==> src/rtl/estado_temp_multicanal.sv <==
`default_nettype none
// ============================================================================
// Module      : estado_temp_multicanal
// Description : Multi-channel temperature state supervisor. Each channel runs
//               its own NORMAL/BAJO/ALTO/ALERTA FSM with a persistence
//               counter, return-to-normal hysteresis and an optional
//               latched-alert/acknowledge mode. Per-channel alerts are
//               aggregated into a global flag and a lowest-index pointer.
// Ports       : clk           system clock
//               arst          asynchronous reset, active-high
//               valid_i       sample strobe, common to all channels
//               temp_i        packed signed temperatures, ch k at [k*TEMP_W +: TEMP_W]
//               ack_i         global alert acknowledge (latched mode only)
//               alerta        per-channel alert
//               calefactor    per-channel heater enable
//               ventilador    per-channel fan enable
//               estado_o      per-channel state, 2 bits each
//               alerta_global OR of all alerta bits
//               canal_alerta  lowest channel index in alert, 0 if none
// Revision    : 1.0 - initial multi-channel release
// ============================================================================
module estado_temp_multicanal #(
    parameter int NUM_CH      = 4,
    parameter int TEMP_W      = 11,
    parameter int TEMP_BAJO   = 180,
    parameter int TEMP_ALTO   = 259,
    parameter int HIST        = 4,
    parameter int N           = 5,
    parameter int ALERT_LATCH = 0,
    parameter int CH_W        = (NUM_CH > 1) ? $clog2(NUM_CH) : 1
) (
    input  logic                     clk,
    input  logic                     arst,
    input  logic                     valid_i,
    input  logic [NUM_CH*TEMP_W-1:0] temp_i,
    input  logic                     ack_i,
    output logic [NUM_CH-1:0]        alerta,
    output logic [NUM_CH-1:0]        calefactor,
    output logic [NUM_CH-1:0]        ventilador,
    output logic [2*NUM_CH-1:0]      estado_o,
    output logic                     alerta_global,
    output logic [CH_W-1:0]          canal_alerta
);

    typedef enum logic [1:0] {
        ST_NORMAL = 2'b00,
        ST_BAJO   = 2'b01,
        ST_ALTO   = 2'b10,
        ST_ALERTA = 2'b11
    } state_t;

    localparam logic signed [TEMP_W-1:0] c_bajo   = TEMP_W'(TEMP_BAJO);
    localparam logic signed [TEMP_W-1:0] c_alto   = TEMP_W'(TEMP_ALTO);
    localparam logic signed [TEMP_W-1:0] c_ret_lo = TEMP_W'(TEMP_BAJO + HIST);
    localparam logic signed [TEMP_W-1:0] c_ret_hi = TEMP_W'(TEMP_ALTO - HIST);
    localparam logic [7:0]               c_n      = 8'(N);
    localparam logic                     c_latch  = (ALERT_LATCH != 0);

    // Reject configurations that would make the FSM meaningless.
    if (TEMP_BAJO + HIST > TEMP_ALTO - HIST) begin : g_bad_band
        $error("estado_temp_multicanal: empty return band");
    end
    if (N < 1 || N > 255) begin : g_bad_n
        $error("estado_temp_multicanal: N out of range 1..255");
    end

    for (genvar k = 0; k < NUM_CH; k++) begin : g_ch
        state_t                   r_state, w_state_nxt;
        logic [7:0]               r_cnt, w_cnt_nxt, w_cnt_inc;
        logic                     r_rec, w_rec_nxt;
        logic                     r_cal, w_cal_nxt;
        logic                     r_ven, w_ven_nxt;
        logic signed [TEMP_W-1:0] w_t;
        logic                     w_cold, w_hot, w_ret, w_same_side;

        assign w_t    = temp_i[k*TEMP_W +: TEMP_W];
        assign w_cold = (w_t < c_bajo);
        assign w_hot  = (w_t > c_alto);
        assign w_ret  = (w_t >= c_ret_lo) && (w_t <= c_ret_hi);
        // Anything else (in range but outside the return band) is dead-band.

        assign w_cnt_inc   = (r_cnt >= c_n) ? c_n : (r_cnt + 8'd1);
        assign w_same_side = (w_cold && (r_state == ST_BAJO)) ||
                             (w_hot  && (r_state == ST_ALTO));

        always_ff @(posedge clk or posedge arst) begin
            if (arst) begin
                r_state <= ST_NORMAL;
                r_cnt   <= 8'd0;
                r_rec   <= 1'b0;
                r_cal   <= 1'b0;
                r_ven   <= 1'b0;
            end else begin
                r_state <= w_state_nxt;
                r_cnt   <= w_cnt_nxt;
                r_rec   <= w_rec_nxt;
                r_cal   <= w_cal_nxt;
                r_ven   <= w_ven_nxt;
            end
        end

        always_comb begin
            w_state_nxt = r_state;
            w_cnt_nxt   = r_cnt;
            w_rec_nxt   = r_rec;
            w_cal_nxt   = r_cal;
            w_ven_nxt   = r_ven;
            case (r_state)
                ST_NORMAL: begin
                    w_cal_nxt = 1'b0;
                    w_ven_nxt = 1'b0;
                    w_rec_nxt = 1'b0;
                    if (valid_i && (w_cold || w_hot)) begin
                        w_cnt_nxt = 8'd1;
                        if (c_n == 8'd1) begin
                            w_state_nxt = ST_ALERTA;
                            w_cal_nxt   = w_cold;
                            w_ven_nxt   = w_hot;
                        end else begin
                            w_state_nxt = w_cold ? ST_BAJO : ST_ALTO;
                        end
                    end
                end
                ST_BAJO, ST_ALTO: begin
                    w_cal_nxt = 1'b0;
                    w_ven_nxt = 1'b0;
                    w_rec_nxt = 1'b0;
                    if (valid_i) begin
                        if (w_same_side) begin
                            w_cnt_nxt = w_cnt_inc;
                            if (w_cnt_inc >= c_n) begin
                                w_state_nxt = ST_ALERTA;
                                w_cal_nxt   = w_cold;
                                w_ven_nxt   = w_hot;
                            end
                        end else if (w_cold || w_hot) begin
                            // Side flip restarts persistence on the new side.
                            w_cnt_nxt   = 8'd1;
                            w_state_nxt = w_cold ? ST_BAJO : ST_ALTO;
                        end else if (w_ret) begin
                            w_state_nxt = ST_NORMAL;
                            w_cnt_nxt   = 8'd0;
                        end
                    end
                end
                ST_ALERTA: begin
                    if (valid_i) begin
                        if (w_cold || w_hot) begin
                            w_cal_nxt = w_cold;
                            w_ven_nxt = w_hot;
                            w_rec_nxt = 1'b0;
                            w_cnt_nxt = ((w_cold && r_ven) || (w_hot && r_cal)) ?
                                        8'd1 : w_cnt_inc;
                        end else if (w_ret) begin
                            w_cal_nxt = 1'b0;
                            w_ven_nxt = 1'b0;
                            if (c_latch) begin
                                w_rec_nxt = 1'b1;
                            end else begin
                                w_state_nxt = ST_NORMAL;
                                w_cnt_nxt   = 8'd0;
                            end
                        end
                    end
                    // Acknowledge is evaluated regardless of valid_i and wins
                    // over any sample on the same edge.
                    if (c_latch && ack_i && (r_rec || (valid_i && w_ret))) begin
                        w_state_nxt = ST_NORMAL;
                        w_cnt_nxt   = 8'd0;
                        w_rec_nxt   = 1'b0;
                        w_cal_nxt   = 1'b0;
                        w_ven_nxt   = 1'b0;
                    end
                end
                default: begin
                    w_state_nxt = ST_NORMAL;
                    w_cnt_nxt   = 8'd0;
                    w_rec_nxt   = 1'b0;
                    w_cal_nxt   = 1'b0;
                    w_ven_nxt   = 1'b0;
                end
            endcase
        end

        assign alerta[k]           = (r_state == ST_ALERTA);
        assign calefactor[k]       = r_cal;
        assign ventilador[k]       = r_ven;
        assign estado_o[2*k +: 2]  = r_state;
    end

    assign alerta_global = |alerta;

    // Scan from the top so the lowest alerting index is written last.
    always_comb begin
        canal_alerta = '0;
        for (int i = NUM_CH - 1; i >= 0; i--) begin
            if (alerta[i]) canal_alerta = CH_W'(i);
        end
    end

endmodule
`default_nettype wire

==> config.mk <==
export PLATFORM = sky130hd
export DESIGN_NAME = estado_temp_multicanal
export DESIGN_NICKNAME = d
export VERILOG_FILES = /design/src/rtl/estado_temp_multicanal.sv
export SDC_FILE = /design/constraint.sdc
export NUM_CORES = 1
export LEC_CHECK = 0
export BUFFER_PORTS_ARGS = -buffer_cell sky130_fd_sc_hd__buf_4
export CELL_PAD_IN_SITES_DETAIL_PLACEMENT = 1
export CELL_PAD_IN_SITES_GLOBAL_PLACEMENT = 1
export CORE_UTILIZATION = 35
export DETAILED_ROUTE_END_ITERATION = 8
export GPL_TIMING_DRIVEN = 0
export PLACE_DENSITY = 0.8
export SYNTH_ARGS = -nofsm -noshare
export SYNTH_HDL_FRONTEND = slang
export SYNTH_SLANG_ARGS = --single-unit
export TNS_END_PERCENT = 100
==> constraint.sdc <==
create_clock -name clk -period 2.5 [get_ports clk]
set_clock_uncertainty 0.15 [all_clocks]
set_input_delay 0.125 -clock clk [delete_from_list [all_inputs] [get_ports clk]]
set_output_delay 0.125 -clock clk [all_outputs]
set_load 0.1 [all_outputs]
==> impl_metrics.json, run 1 <==
{
  "crit_slowest_cell": "dfrtp_2",
  "die_h_um": 108,
  "clk_pin_slew_worst_paths_ps": 70,
  "h-tree-depth": 2,
  "cp.depth": 8,
  "critPathArrivalTime_ps": 2380,
  "dp.final_hpwl_um": 8900,
  "r2r_cells": 8,
  "worstPathMaxFanout": 6,
  "path_delay_family": "flip-flops",
  "min_path_type": "in -> reg",
  "reg2reg_slack_ps": 130,
  "critPathRequiredTime_ps": 2510,
  "rows": 38,
  "synth_common_cells": "48 x dfrtp_1, 40 x inv_1, 36 x nor2_1",
  "drive_gt1_frac": 0.266,
  "crit_type": "reg -> reg",
  "ctsRootBufferMaster": "clkbuf_16",
  "vias": 3865,
  "start_kind": "flip-flop",
  "drv_cap": 0,
  "tightest_slew_ps": 890,
  "power.density_mw_per_mm2": 1190,
  "fin_crit_sh": 0.947,
  "ys_top_cells_by_area": "dfrtp_1 30%, ha_1 9.5%, inv_1 3.8%, nor2_1 3.4%, nor2b_1 2.7%",
  "diodes": 0,
  "wirelength_met1_um": 5130,
  "power_mw": 5.86,
  "drc": 0,
  "n_fill_cell": 1298,
  "rsz0062_at_grt": "false",
  "setup_slack_ps": 134,
  "viasPerCell": 5.80,
  "grt-ovfl-total": 0,
  "cp_cell_sequence": "inv_1 -> ha_1 -> inv_1 -> a21oi_1 -> nor2_1 -> a21o_1 -> nand3_1 -> mux2_1",
  "period_needed_ps": 2370,
  "dr.pass1.iters": 4,
  "worstHoldStart": "temp_i[10]",
  "fin_nets": 603,
  "setup_violations": 0,
  "async_reset_ff_frac": 1.00,
  "yosys.cell_count.top_type": "dfrtp_1",
  "clkLatencyLatePin_ps": 290,
  "cts_buffers": 5,
  "drt-total-wl_um": 11400,
  "grt_max_degree": 43,
  "place_inst": 658,
  "grt_antenna_before_repair": 0,
  "peakVddDrop_mv": 0.686,
  "ys_seq_elements": 48,
  "fin_cells": 666,
  "leakage_nw": 2.17,
  "timing.final.max_slew_violations": 0,
  "outcome": "finished clean",
  "timing.critical_path.buf_inv": 2,
  "relSlewSlack": 0.399,
  "synth_ff_type": "dfrtp_1",
  "cts_tree": "done",
  "cts_max_path_buffers": 2,
  "die_w_um": 108,
  "place.gp.congestion": 0.901,
  "yosysTopAreaCellShare": 0.304,
  "fin_tns_setup_ps": 0,
  "place.port_buffers": 61,
  "synth-seq-area-share": 0.304,
  "ys_warn_count": 0,
  "initial_core_util": 0.362,
  "dr_wl_met2_um": 5800,
  "syn_area_mm2": 0.00396,
  "synth.avg_cell_area_um2": 8.68,
  "syn2layout_area_growth_pct": 24.9,
  "critPathMostFrequentCell": "inv_1",
  "met3_length_um": 327,
  "first_iter_violations": 160,
  "ant_nets": 0,
  "crit_start": "g_ch[2].r_state[0]",
  "hold_viol": 0,
  "place_ws_ps": -110,
  "synth_nets": 534,
  "cts_sinks": 48,
  "yosysTopAreaCell": "dfrtp_1",
  "ys_types": 76,
  "grt_util_all_layers": 0.206,
  "grt_pass1_wl_um": 19500,
  "grt_pass1_vias": 4173,
  "cpPeakStageDelay_ps": 440,
  "rr_endpoint": "g_ch[2].r_state[1]",
  "crit_end": "g_ch[2].r_state[1]",
  "routedWlPerCell_um": 17.2,
  "top_layer_used": "met4",
  "die_area_mm2": 0.0117,
  "core_region_area_mm2": 0.0109,
  "rr_startpoint": "g_ch[2].r_state[0]",
  "synth_edf_count": 0,
  "fmax_mhz": 423,
  "ios": 71,
  "postSynthCellCount": 456,
  "cp-end-kind": "flip-flop"
}
[area by class of cell]
type                    instances  area [um^2]  share of cell area
plain buffers                  13         88.8              0.0180
clock buffers                   6          139              0.0281
multi-input cells             352         2650               0.535
well taps                     140          175              0.0354
inverters                      40          150              0.0304
repair buffers                 65          503               0.102
clock inverters                 2         10.0             0.00203
flip-flops and latches         48         1230               0.249
[report_power, final]
| group | internal, mW | leakage (nW) | switching [mW] |
|---|---|---|---|
| Combinational | 1.32 | 1.47 | 2.64 |
| Sequential | 0.967 | 0.630 | 0.251 |
| Clock | 0.395 | 0.0766 | 0.288 |
| Total | 2.68 | 2.17 | 3.18 |
[tightest hold or removal path, cell delays in order]
cell and delay [ps]:
buf_4 120, a211oi_2 90, o21ai_1 150
[flip-flops by register name, summed over array words and instances (netlist names)]
name	cells
g_ch.r_ven	4
g_ch.r_state	8
g_ch.r_cal	4
g_ch.r_cnt	32
[cells in the final DEF, fill, tap and decap left out, types with 4 or more instances in the layout]
cell type / count
a21oi_1: 21
or4_1: 7
dfrtp_2: 5
nor2_1: 33
nand2b_1: 10
nand2_1: 28
dfrtp_4: 6
o21ai_1: 11
clkbuf_16: 5
o31ai_1: 4
o32ai_1: 4
nand3_1: 9
o211ai_1: 8
ha_1: 24
ha_4: 5
nor3_1: 10
a211oi_2: 6
buf_4: 71
a31oi_1: 11
o21a_1: 6
a211oi_1: 4
nor2b_1: 17
a22oi_1: 5
dfrtp_1: 37
a22o_1: 6
and2_1: 7
a32oi_1: 5
a32o_1: 6
o21ai_0: 18
inv_1: 37
[layer usage]
metal  vias up  track usage
met5         -            0
met4         0       0.0463
met3        16       0.0332
met2        61        0.375
met1      1952        0.253
li1       1836            -
[per-stage QoR]
stage	hold WS, ps	util	cell area (um^2)
final	88.4	0.452	4940
after global placement	312	0.430	4710
after CTS	82.3	0.448	4900
after floorplan	175	-	4070
after detailed placement	-95.5	0.432	4730
after global routing	127	0.452	4940
[logic make-up (layout without fill, tap and decap cells)]
logic type	after synthesis	after routing	synth area share
buffers and inverters	56	126	0.0629
AND/OR/NAND/NOR	149	149	0.199
multiplexers	5	5	0.0133
flip-flops	48	48	0.304
adder cells (fa/ha/maj)	30	30	0.0949
AO/OA/AOI/OAI	168	168	0.326
[worst min-delay path by stage]
stage / to / slack [ps] / cells after the start
4_1_cts: g_ch[0].r_cal / 80 / 3
3_3_place_gp: g_ch[2].r_cnt[4] / 310 / 1
6_report: g_ch[0].r_cal / 90 / 3
5_1_grt: g_ch[0].r_cal / 130 / 3
2_1_floorplan: g_ch[0].r_cal / 170 / 2
3_5_place_dp: g_ch[1].r_cnt[2] / -100 / 2
[what timing repair did]
item | in CTS | in global routing
setup endpoints to repair | 4 | 20
buffers inserted | 1 | 1
resized for setup | 2 | 14
hold buffers | 1 | 0
pin swaps | 1 | 3
endpoints found under the hold margin | 48 | 0
(Power assumes the default switching activity.)
==> inputs of run 2 (changes only) <==
HOLD_SLACK_MARGIN = 0.08   (was not set)
RECOVER_POWER = 25   (was not set)
==> impl_metrics.json, run 2 (synthesis gave the netlist of run 1 again) <==
{
  "clk_pin_slew_worst_paths_ps": 70,
  "cts_buffers": 5,
  "fin_crit_sh": 0.947,
  "largest-register": "g_ch.r_cnt",
  "cts_tree": "done",
  "leakage_nw": 2.17,
  "syn2layout_area_growth_pct": 24.5,
  "power.density_mw_per_mm2": 1190,
  "reg2reg_slack_ps": 130,
  "setup_violations": 0,
  "place_ws_ps": -110,
  "combinationalPowerShare": 0.675,
  "cts_max_path_buffers": 2,
  "whs_path_depth": 3,
  "critPathRequiredTime_ps": 2510,
  "p_switching_mw": 3.18,
  "drt-total-wl_um": 11500,
  "critPathMostFrequentCell": "inv_1",
  "outcome": "finished clean",
  "worstHoldStart": "temp_i[10]",
  "rsz0062_at_grt": "false",
  "clkLatencyLatePin_ps": 290,
  "hold_viol": 0,
  "initial_core_util": 0.362,
  "grt_pass1_wl_um": 19500,
  "ios": 71,
  "n_fill_cell": 1300,
  "drc": 0,
  "most-common-layout-cells": "70 x buf_4, 38 x inv_1, 37 x dfrtp_1, 33 x nor2_1, 28 x nand2_1",
  "p_seq_frac": 0.208,
  "grt-ovfl-total": 0,
  "worstPathMaxFanout": 6,
  "cp-end-kind": "flip-flop",
  "cpPeakStageDelay_ps": 440,
  "timing.final.max_slew_violations": 0,
  "grt_antenna_before_repair": 0,
  "power_mw": 5.85,
  "path_delay_family": "flip-flops",
  "h-tree-depth": 2,
  "top_regs": "g_ch.r_cnt (32), g_ch.r_state (8)",
  "fin_nets": 603,
  "place.port_buffers": 61,
  "first_iter_violations": 160,
  "p_clk_frac": 0.117,
  "p_int_mw": 2.68,
  "place.gp.congestion": 0.901,
  "start_kind": "flip-flop",
  "ctsRootBufferMaster": "clkbuf_16",
  "grt_max_degree": 43,
  "timing.critical_path.buf_inv": 2,
  "crit_type": "reg -> reg",
  "cp_cell_sequence": "inv_1 -> ha_1 -> inv_1 -> a21oi_1 -> nor2_1 -> a21o_1 -> nand3_1 -> mux2_1",
  "rr_endpoint": "g_ch[2].r_state[1]",
  "viasPerCell": 5.80,
  "largest_register_ffs": 32,
  "power.share.switching": 0.542,
  "r2r_cells": 8,
  "multi_input_area_mm2": 0.00265,
  "min_path_type": "in -> reg",
  "holdPathEnd": "g_ch[0].r_cal",
  "mostFrequentLayoutCell": "buf_4",
  "die_area_mm2": 0.0117,
  "vias": 3865,
  "die_h_um": 108,
  "rows": 38,
  "fin_tns_setup_ps": 0,
  "routedWlPerCell_um": 17.2,
  "dp.final_hpwl_um": 8900,
  "cts_sinks": 48,
  "dr.pass1.iters": 4,
  "die_w_um": 108,
  "critPathArrivalTime_ps": 2380,
  "tightest_slew_ps": 1070,
  "ant_nets": 0,
  "relSlewSlack": 0.286,
  "diodes": 0,
  "setup_slack_ps": 134,
  "fmax_mhz": 423,
  "fin_util": 0.451,
  "seqCellArea_mm2": 0.00123,
  "grt_pass1_vias": 4173,
  "drv_cap": 0,
  "rr_startpoint": "g_ch[2].r_state[0]",
  "period_needed_ps": 2370,
  "peakVddDrop_mv": 0.686,
  "core_region_area_mm2": 0.0109,
  "grt_util_all_layers": 0.206,
  "crit_slowest_cell": "dfrtp_2",
  "drive_gt1_frac": 0.264
}
[run 2: changes by cell type in the layout (fill, tap and decap cells not counted)]
cell / change
clkbuf_2: +1
buf_4: -1
clkbuf_4: +1
buf_12: -1
inv_1: +1
inv_2: -1
[run 2: worst max path at each step]
stage / start / to / slack [ps] / depth (start not counted)
floorplan: g_ch[3].r_state[1] / canal_alerta[1] / 6 / 4
finish: g_ch[2].r_state[0] / g_ch[2].r_state[1] / 130 / 8
global route: g_ch[2].r_cnt[1] / g_ch[2].r_state[1] / 10 / 8
global placement: valid_i / g_ch[3].r_state[0] / -3 / 7
detailed placement: valid_i / g_ch[3].r_state[0] / -110 / 7
CTS: g_ch[3].r_state[0] / g_ch[3].r_cnt[3] / -20 / 8
[run 2: worst register-to-register path: stages (launching register included)]
cell	delay, ps
dfrtp_2	440
inv_1	100
ha_1	350
inv_1	170
a21oi_1	90
nor2_1	240
a21o_1	180
nand3_1	170
mux2_1	360
[run 2: final cells by class]
type | instances | area share
multi-input combinational | 352 | 0.537
sequential | 48 | 0.250
timing repair buffer | 65 | 0.0990
tap | 140 | 0.0356
inverter | 40 | 0.0305
clock buffer | 6 | 0.0282
buffer | 13 | 0.0180
clock inverter | 2 | 0.00203
[run 2: what timing repair did]
| action | in CTS | in global routing |
|---|---|---|
| resized for setup | 2 | 14 |
| hold buffers | 1 | 0 |
| pin swaps | 1 | 3 |
| hold endpoints to repair | 48 | 0 |
| buffers inserted | 1 | 1 |
| setup endpoints to repair | 4 | 20 |
[run 2: stage by stage]
| step | instances | hold WS [ps] | cell area, um^2 |
|---|---|---|---|
| 2_1_floorplan | 456 | 175 | 4070 |
| 3_3_place_gp | 657 | 312 | 4710 |
| 3_5_place_dp | 658 | -95.5 | 4730 |
| 4_1_cts | 668 | 82.3 | 4900 |
| 5_1_grt | 666 | 127 | 4930 |
| 6_report | 666 | 88.5 | 4930 |
[run 2: power groups by stage]
stage / combinational (mW) / sequential, mW / clock [mW]
detailed placement: 3.79 / 1.22 / 0
floorplan: 2.55 / 1.61 / 0
global route: 4.26 / 1.25 / 0.738
finish: 3.95 / 1.22 / 0.683
global placement: 3.67 / 1.21 / 0
CTS: 3.86 / 1.21 / 0.706
[run 2: routing by layer]
layer	global-route usage	part of all wire
met2	0.375	0.51
met1	0.253	0.45
met4	0.0463	0.017
met5	0	0
met3	0.0332	0.028
